**src/rtl/booth_pkg.sv**
```systemverilog
`default_nettype none
// ============================================================================
// Module   : booth_pkg
// Brief    : Shared types and sizing helpers for the Booth multiplier datapath.
// Revision : 1.0 - initial release
// ============================================================================
package booth_pkg;

    typedef enum logic [1:0] {
        IDLE  = 2'd0,
        ACCUM = 2'd1,
        DONE  = 2'd2
    } state_t;

    // Encoder and accumulator both size themselves from this helper so the
    // slice count cannot drift between the two.
    function automatic int num_terms(input int width);
        return (width + 3) / 3;
    endfunction

    localparam int c_default_data_width = 32;
    localparam int c_default_num_terms  = num_terms(c_default_data_width);
    localparam int c_first_slice        = 0;
    localparam int c_last_slice         = c_default_num_terms - 1;

endpackage
`default_nettype wire

```
**src/rtl/pp_slice_mux.sv**
```systemverilog
`default_nettype none
// ============================================================================
// Module   : pp_slice_mux
// Brief    : Selects one partial-product slice and sign-extends it to product width.
// Revision : 1.0 - initial release
// ============================================================================
module pp_slice_mux
    import booth_pkg::*;
#(
    parameter int DATA_WIDTH  = 32,
    parameter int NUM_TERMS   = num_terms(DATA_WIDTH),
    parameter int SLICE_WIDTH = 2 * DATA_WIDTH - 1,
    parameter int CAPACITY    = SLICE_WIDTH * NUM_TERMS,
    parameter int CNT_WIDTH   = $clog2(NUM_TERMS + 1)
) (
    input  logic [CAPACITY-1:0]     pp_reg,
    input  logic [CNT_WIDTH-1:0]    term_cnt,
    output logic [2*DATA_WIDTH-1:0] slice_sext
);

    localparam int PROD_WIDTH = 2 * DATA_WIDTH;

    logic [SLICE_WIDTH-1:0] w_slices [NUM_TERMS];
    logic [SLICE_WIDTH-1:0] w_sel;

    genvar gi;
    for (gi = c_first_slice; gi < NUM_TERMS; gi++) begin : g_slice
        assign w_slices[gi] = pp_reg[gi*SLICE_WIDTH +: SLICE_WIDTH];
    end

    // Out-of-range counts select zero so the adder sees a harmless operand.
    always_comb begin
        w_sel = '0;
        for (int i = 0; i < NUM_TERMS; i++) begin
            if (term_cnt == CNT_WIDTH'(i)) begin
                w_sel = w_slices[i];
            end
        end
    end

    assign slice_sext = PROD_WIDTH'($signed(w_sel));

endmodule
`default_nettype wire

```
**src/rtl/booth_pp_accumulator.sv**
```systemverilog
`default_nettype none
// ============================================================================
// Module   : booth_pp_accumulator
// Brief    : Serially sums packed Booth partial products, one slice per clock.
// Revision : 1.0 - initial release
// ============================================================================
module booth_pp_accumulator
    import booth_pkg::*;
#(
    parameter int DATA_WIDTH  = 32,
    parameter int NUM_TERMS   = num_terms(DATA_WIDTH),
    parameter int SLICE_WIDTH = 2 * DATA_WIDTH - 1,
    parameter int CAPACITY    = SLICE_WIDTH * NUM_TERMS
) (
    input  logic                    clk,
    input  logic                    rst_n,
    input  logic                    in_valid,
    output logic                    in_ready,
    input  logic [CAPACITY-1:0]     pp_bus,
    output logic                    out_valid,
    input  logic                    out_ready,
    output logic [2*DATA_WIDTH-1:0] product,
    output logic                    busy
);

    localparam int PROD_WIDTH = 2 * DATA_WIDTH;
    localparam int CNT_WIDTH  = $clog2(NUM_TERMS + 1);
    localparam logic [CNT_WIDTH-1:0] c_last_term = CNT_WIDTH'(NUM_TERMS - 1);

    state_t                r_state;
    state_t                w_next_state;
    logic [CAPACITY-1:0]   r_pp_reg;
    logic [PROD_WIDTH-1:0] r_acc;
    logic [PROD_WIDTH-1:0] w_slice_sext;
    logic [CNT_WIDTH-1:0]  r_term_cnt;
    logic                  w_accept;
    logic                  w_last_add;

    pp_slice_mux #(
        .DATA_WIDTH  (DATA_WIDTH),
        .NUM_TERMS   (NUM_TERMS),
        .SLICE_WIDTH (SLICE_WIDTH),
        .CAPACITY    (CAPACITY),
        .CNT_WIDTH   (CNT_WIDTH)
    ) u_slice_mux (
        .pp_reg     (r_pp_reg),
        .term_cnt   (r_term_cnt),
        .slice_sext (w_slice_sext)
    );

    always_comb begin
        w_next_state = r_state;
        w_accept     = 1'b0;
        w_last_add   = (r_term_cnt == c_last_term);
        case (r_state)
            IDLE: begin
                if (in_valid) begin
                    w_accept     = 1'b1;
                    w_next_state = ACCUM;
                end
            end
            ACCUM: begin
                if (w_last_add) begin
                    w_next_state = DONE;
                end
            end
            DONE: begin
                if (out_ready) begin
                    w_next_state = IDLE;
                end
            end
            default: w_next_state = IDLE;
        endcase
    end

    always_ff @(posedge clk or negedge rst_n) begin
        if (!rst_n) begin
            r_state    <= IDLE;
            r_pp_reg   <= '0;
            r_acc      <= '0;
            r_term_cnt <= '0;
        end else begin
            r_state <= w_next_state;
            if (w_accept) begin
                r_pp_reg   <= pp_bus;
                r_acc      <= '0;
                r_term_cnt <= '0;
            end else if (r_state == ACCUM) begin
                r_acc      <= r_acc + w_slice_sext;
                r_term_cnt <= r_term_cnt + CNT_WIDTH'(1);
            end
        end
    end

    // Every output is a decode of state or a register, never of a live input.
    assign in_ready  = (r_state == IDLE);
    assign out_valid = (r_state == DONE);
    assign busy      = (r_state == ACCUM) || (r_state == DONE);
    assign product   = r_acc;

endmodule
`default_nettype wire

```
**config.mk**
```make
export PLATFORM = sky130hd
export DESIGN_NAME = booth_pp_accumulator
export DESIGN_NICKNAME = d
export VERILOG_FILES = /design/src/rtl/booth_pkg.sv /design/src/rtl/pp_slice_mux.sv /design/src/rtl/booth_pp_accumulator.sv
export SDC_FILE = /design/constraint.sdc
export NUM_CORES = 2
export LEC_CHECK = 0
export CORE_AREA = 2 2 294 296
export CTS_CLUSTER_SIZE = 20
export DETAILED_ROUTE_END_ITERATION = 10
export DIE_AREA = 0 0 296 298
export GPL_TIMING_DRIVEN = 0
export PLACE_DENSITY = 0.73
export SYNTH_ARGS = -nofsm -noshare
export SYNTH_HDL_FRONTEND = slang
export SYNTH_SLANG_ARGS = --single-unit
```
**constraint.sdc**
```tcl
create_clock -name clk -period 4.7 [get_ports clk]
set_input_delay 0.94 -clock clk [delete_from_list [all_inputs] [get_ports clk]]
set_output_delay 0.94 -clock clk [all_outputs]
set_load 0.02 [all_outputs]
```
==> impl_results.md <==
* Status: finished with violations
* Failing checks: capacitance limit, slew limit, setup timing
* Initial core utilization at approximately 44%
* Clock tree buffer depth at 3
* Post-Synthesis Cells at 4564
* Root Buffer: clkbuf_16
* Avg Inst Size Synth at just over 8 µm²
* Post-synth top area share at between 50 and 60%
* Synthesis Warnings at 0
* Detailed placement HPWL at between 100 and 150 mm
* Core area at 84880 µm²
* Die Height at a little under 300 µm
* Fin nets at ~6.3k
* Die Area at between 80000 and 90000 µm²
* Ys async rst share at 100.0%
* Initial antenna violation count at 29
* Final hold violation count at 0
* First drt pass iteration count at 8
* Peak Freq at 181.6 MHz
* Setup crit start kind: flip-flop
* Pin count of the biggest net entering global routing at about 120
* Hold Path Class: input pin to asynchronous set/reset pin
* RSZ-0062 raised after global routing: yes
* Reg clk slew, reported paths at about 70 ps
* Global-route wire length before repair at approximately 250 mm
* Slew @ Worst Pin at 1512 ps
* Number of global-route vias before repair at between 30k and 40k
* Area growth, synth to finish at 43.61%
* Fillers at approximately 7.3k
* Flops & latches, synth at between 700 and 800
* Max Slew Vio Count at 11
* Syn nets at 5347
* Top cells by count, synth: nand2_1 (2214), dfrtp_1 (763), clkbuf_1 (281)
* Max reg flops at roughly 690
* Hold slack at roughly 180 ps
* Cell taking the most area after synthesis: dfrtp_1
* GRT Resource Usage Total at approximately two fifths
* Kind of critical path: flip-flop to flip-flop
* Layout cells sized above 1 at 13.10%
* Post-Layout Cell Count at between 6k and 7k
* TritonCTS clock tree: done
* Grt ovf at 0
* Worst stage delay on the critical path at approximately 790 ps
* Register area at ~19000 µm²
* Synth top area cells: dfrtp_1 (51%), nand2_1 (22%), a221oi_1 (4.3%), ha_1 (2.9%), clkbuf_1 (2.8%)
* DRC violations left at 0
* Count leader, synth: nand2_1
* Leakage power at 25.70 nW
* Worst Skew at roughly 42 ps
* Worst path cell trace: buf_2, nor2b_1, and2_1, clkbuf_1, clkdlybuf4s15_1, a22oi_1, o21ai_1, ha_1, buf_6, nand4_1, nor2_4, buf_4, a41oi_1, o311a_1, o22a_4, a31oi_4, o221ai_4, buf_4, buf_4, nor3_4, a211oi_2, mux2i_1
* H-tree depth at 3
* Die width at just under 300 µm
* Rel. slew slack at -0.7904%
* Critical-path top delay cell: clkdlybuf4s15_1
* Routability cong. at between 1 and 1.5
* Routed Wire Length at 175.8 mm
* Post-synth EDFFs at 0
* CP max FO at 10
* FP Rows at between 100 and 150
* Period utilisation layout at 117.1%
* Pre-CTS setup slack at -2688 ps
* Worst EP required at 5290 ps
* TritonCTS Sinks at around 760
* Via count at roughly 39k
* P per Cell Area at roughly 840 nW/µm²
* IO Pins at around 760
* Max-Cap Viols at 1
* Area occupied by multi-input gates at a little under 20000 µm²
* Min cycle time layout at roughly 5500 ps
* CP endpoint kind: flip-flop
* CP dominant cell by count: buf_4
* Register area share after synthesis at 51.24%
* Setup violators final at 46
* CTS buffer count at 86
* Initial drt markers at between 3k and 4k
* Netlist Area Pre-Place at ~37000 µm²
* Peak supply drop at ~0.44 mV
* Clock Latency Late Sink at 670 ps
* Avg Vias per Cell at roughly 5.7
* Critical path data arrival time at between 6000 and 7000 ps
* Synth cell types at between 60 and 70
* CTS Hold Bufs at 0
* IO buf count at 763
* Primary FF master, synth: dfrtp_1
* Fin Setup TNS at -21310 ps
* Setup ws final at -805.9 ps
* Post-route ant nets at 0
* Routed length per instance at between 20 and 30 µm
* DP Cell Count at 6478
==> critical path: cells and delay by family (launching register included) <==
kind | cells | cell delay [ps]
compound gates | 8 | 1800
simple gates | 5 | 810
fa+ha+maj | 1 | 280
mux | 1 | 220
buf+inv | 7 | 1940
flops | 1 | 360
==> layout make-up <==
cell class | instances | share of cell area, %
Clock inverter | 29 | 0.6570
Clock buffer | 127 | 4.683
Buffer | 293 | 2.822
Inverter | 20 | 0.1450
Sequential cell | 763 | 35.69
Timing Repair Buffer | 892 | 16.50
Antenna cell | 18 | 0.08418
Multi-Input combinational cell | 3480 | 36.75
Tap cell | 1144 | 2.675
==> path summary, 6_finish.rpt <==
kind	start	end	slack, ps	depth (start not counted)
worst min-delay path	rst_n	r_pp_reg[593]	180	1
worst min register to register	r_pp_reg[366]	r_pp_reg[366]	470	2
min in group clk	r_pp_reg[366]	r_pp_reg[366]	470	2
worst max-delay path	r_term_cnt[2]	product[62]	-810	22
worst max register to register	r_term_cnt[2]	product[62]	-810	22
max in group asynchronous	rst_n	r_pp_reg[253]	2620	4
==> repair_timing <==
| item | in CTS | in global routing |
|---|---|---|
| setup endpoints to repair | 63 | 54 |
| gates cloned | 4 | 2 |
| buffers inserted | 95 | 23 |
| pin swaps | 105 | 90 |
| hold endpoints to repair | 0 | 0 |
| gates resized for setup | 557 | 173 |
==> through the flow <==
step / total power, mW / util [%] / cell area (µm²)
after floorplan: 23.65 / - / 37300
after CTS: 42.38 / 61.85 / 52500
after global placement: 30.85 / 54.63 / 46370
after global routing: 47.17 / 63.02 / 53490
final: 44.91 / 63.04 / 53510
after detailed placement: 31.16 / 54.86 / 46560
==> where the power goes <==
group / total, mW / switching (mW) / leakage [nW] / internal, mW
clock network: 6.90 / 3.00 / 1.40 / 3.91
registers: 12.4 / 2.59 / 9.44 / 9.85
logic: 25.6 / 15.2 / 14.9 / 10.4
==> logic make-up (layout without fill, tap and decap cells) <==
kind of cell	after synthesis	after routing	synth area share (%)
xor gates and xnor gates	49	49	1.152
and+or+nand+nor	2620	2620	27.41
AOI/OAI and AO/OA	682	682	12.89
other	0	18	0
DFF	763	763	51.24
buffers and inverters	321	1361	3.247
muxes	43	43	1.155
adders and majority gates	86	86	2.908
==> placed cells by master (no fill, tap or decap), drive strengths merged, types with 6 or more instances in the layout <==
cell type	n
a31oi	8
diode	18
inv	27
and3	9
o211ai	7
and2	9
a211oi	75
nand2b	6
a221oi	183
nand4	18
a221o	6
a21o	27
nand2	2216
nor3b	6
o22ai	6
ha	85
clkdlybuf4s50	762
a22oi	64
clkbuf	391
a21oi	79
o21bai	12
mux2i	43
nor2	222
dfrtp	763
nand3	27
buf	157
o21ai	178
nor3	80
xnor2	31
clkinv	15
o21a	9
nor2b	6
xor2	18
==> metal layers <==
metal / track usage (%) / wire length [µm]
met4: 21.54 / 12210
met2: 64.15 / 82920
met3: 8.959 / 16090
met5: 0 / 144
met1: 46.34 / 64480
No activity file was read; power rests on OpenSTA's default activity.
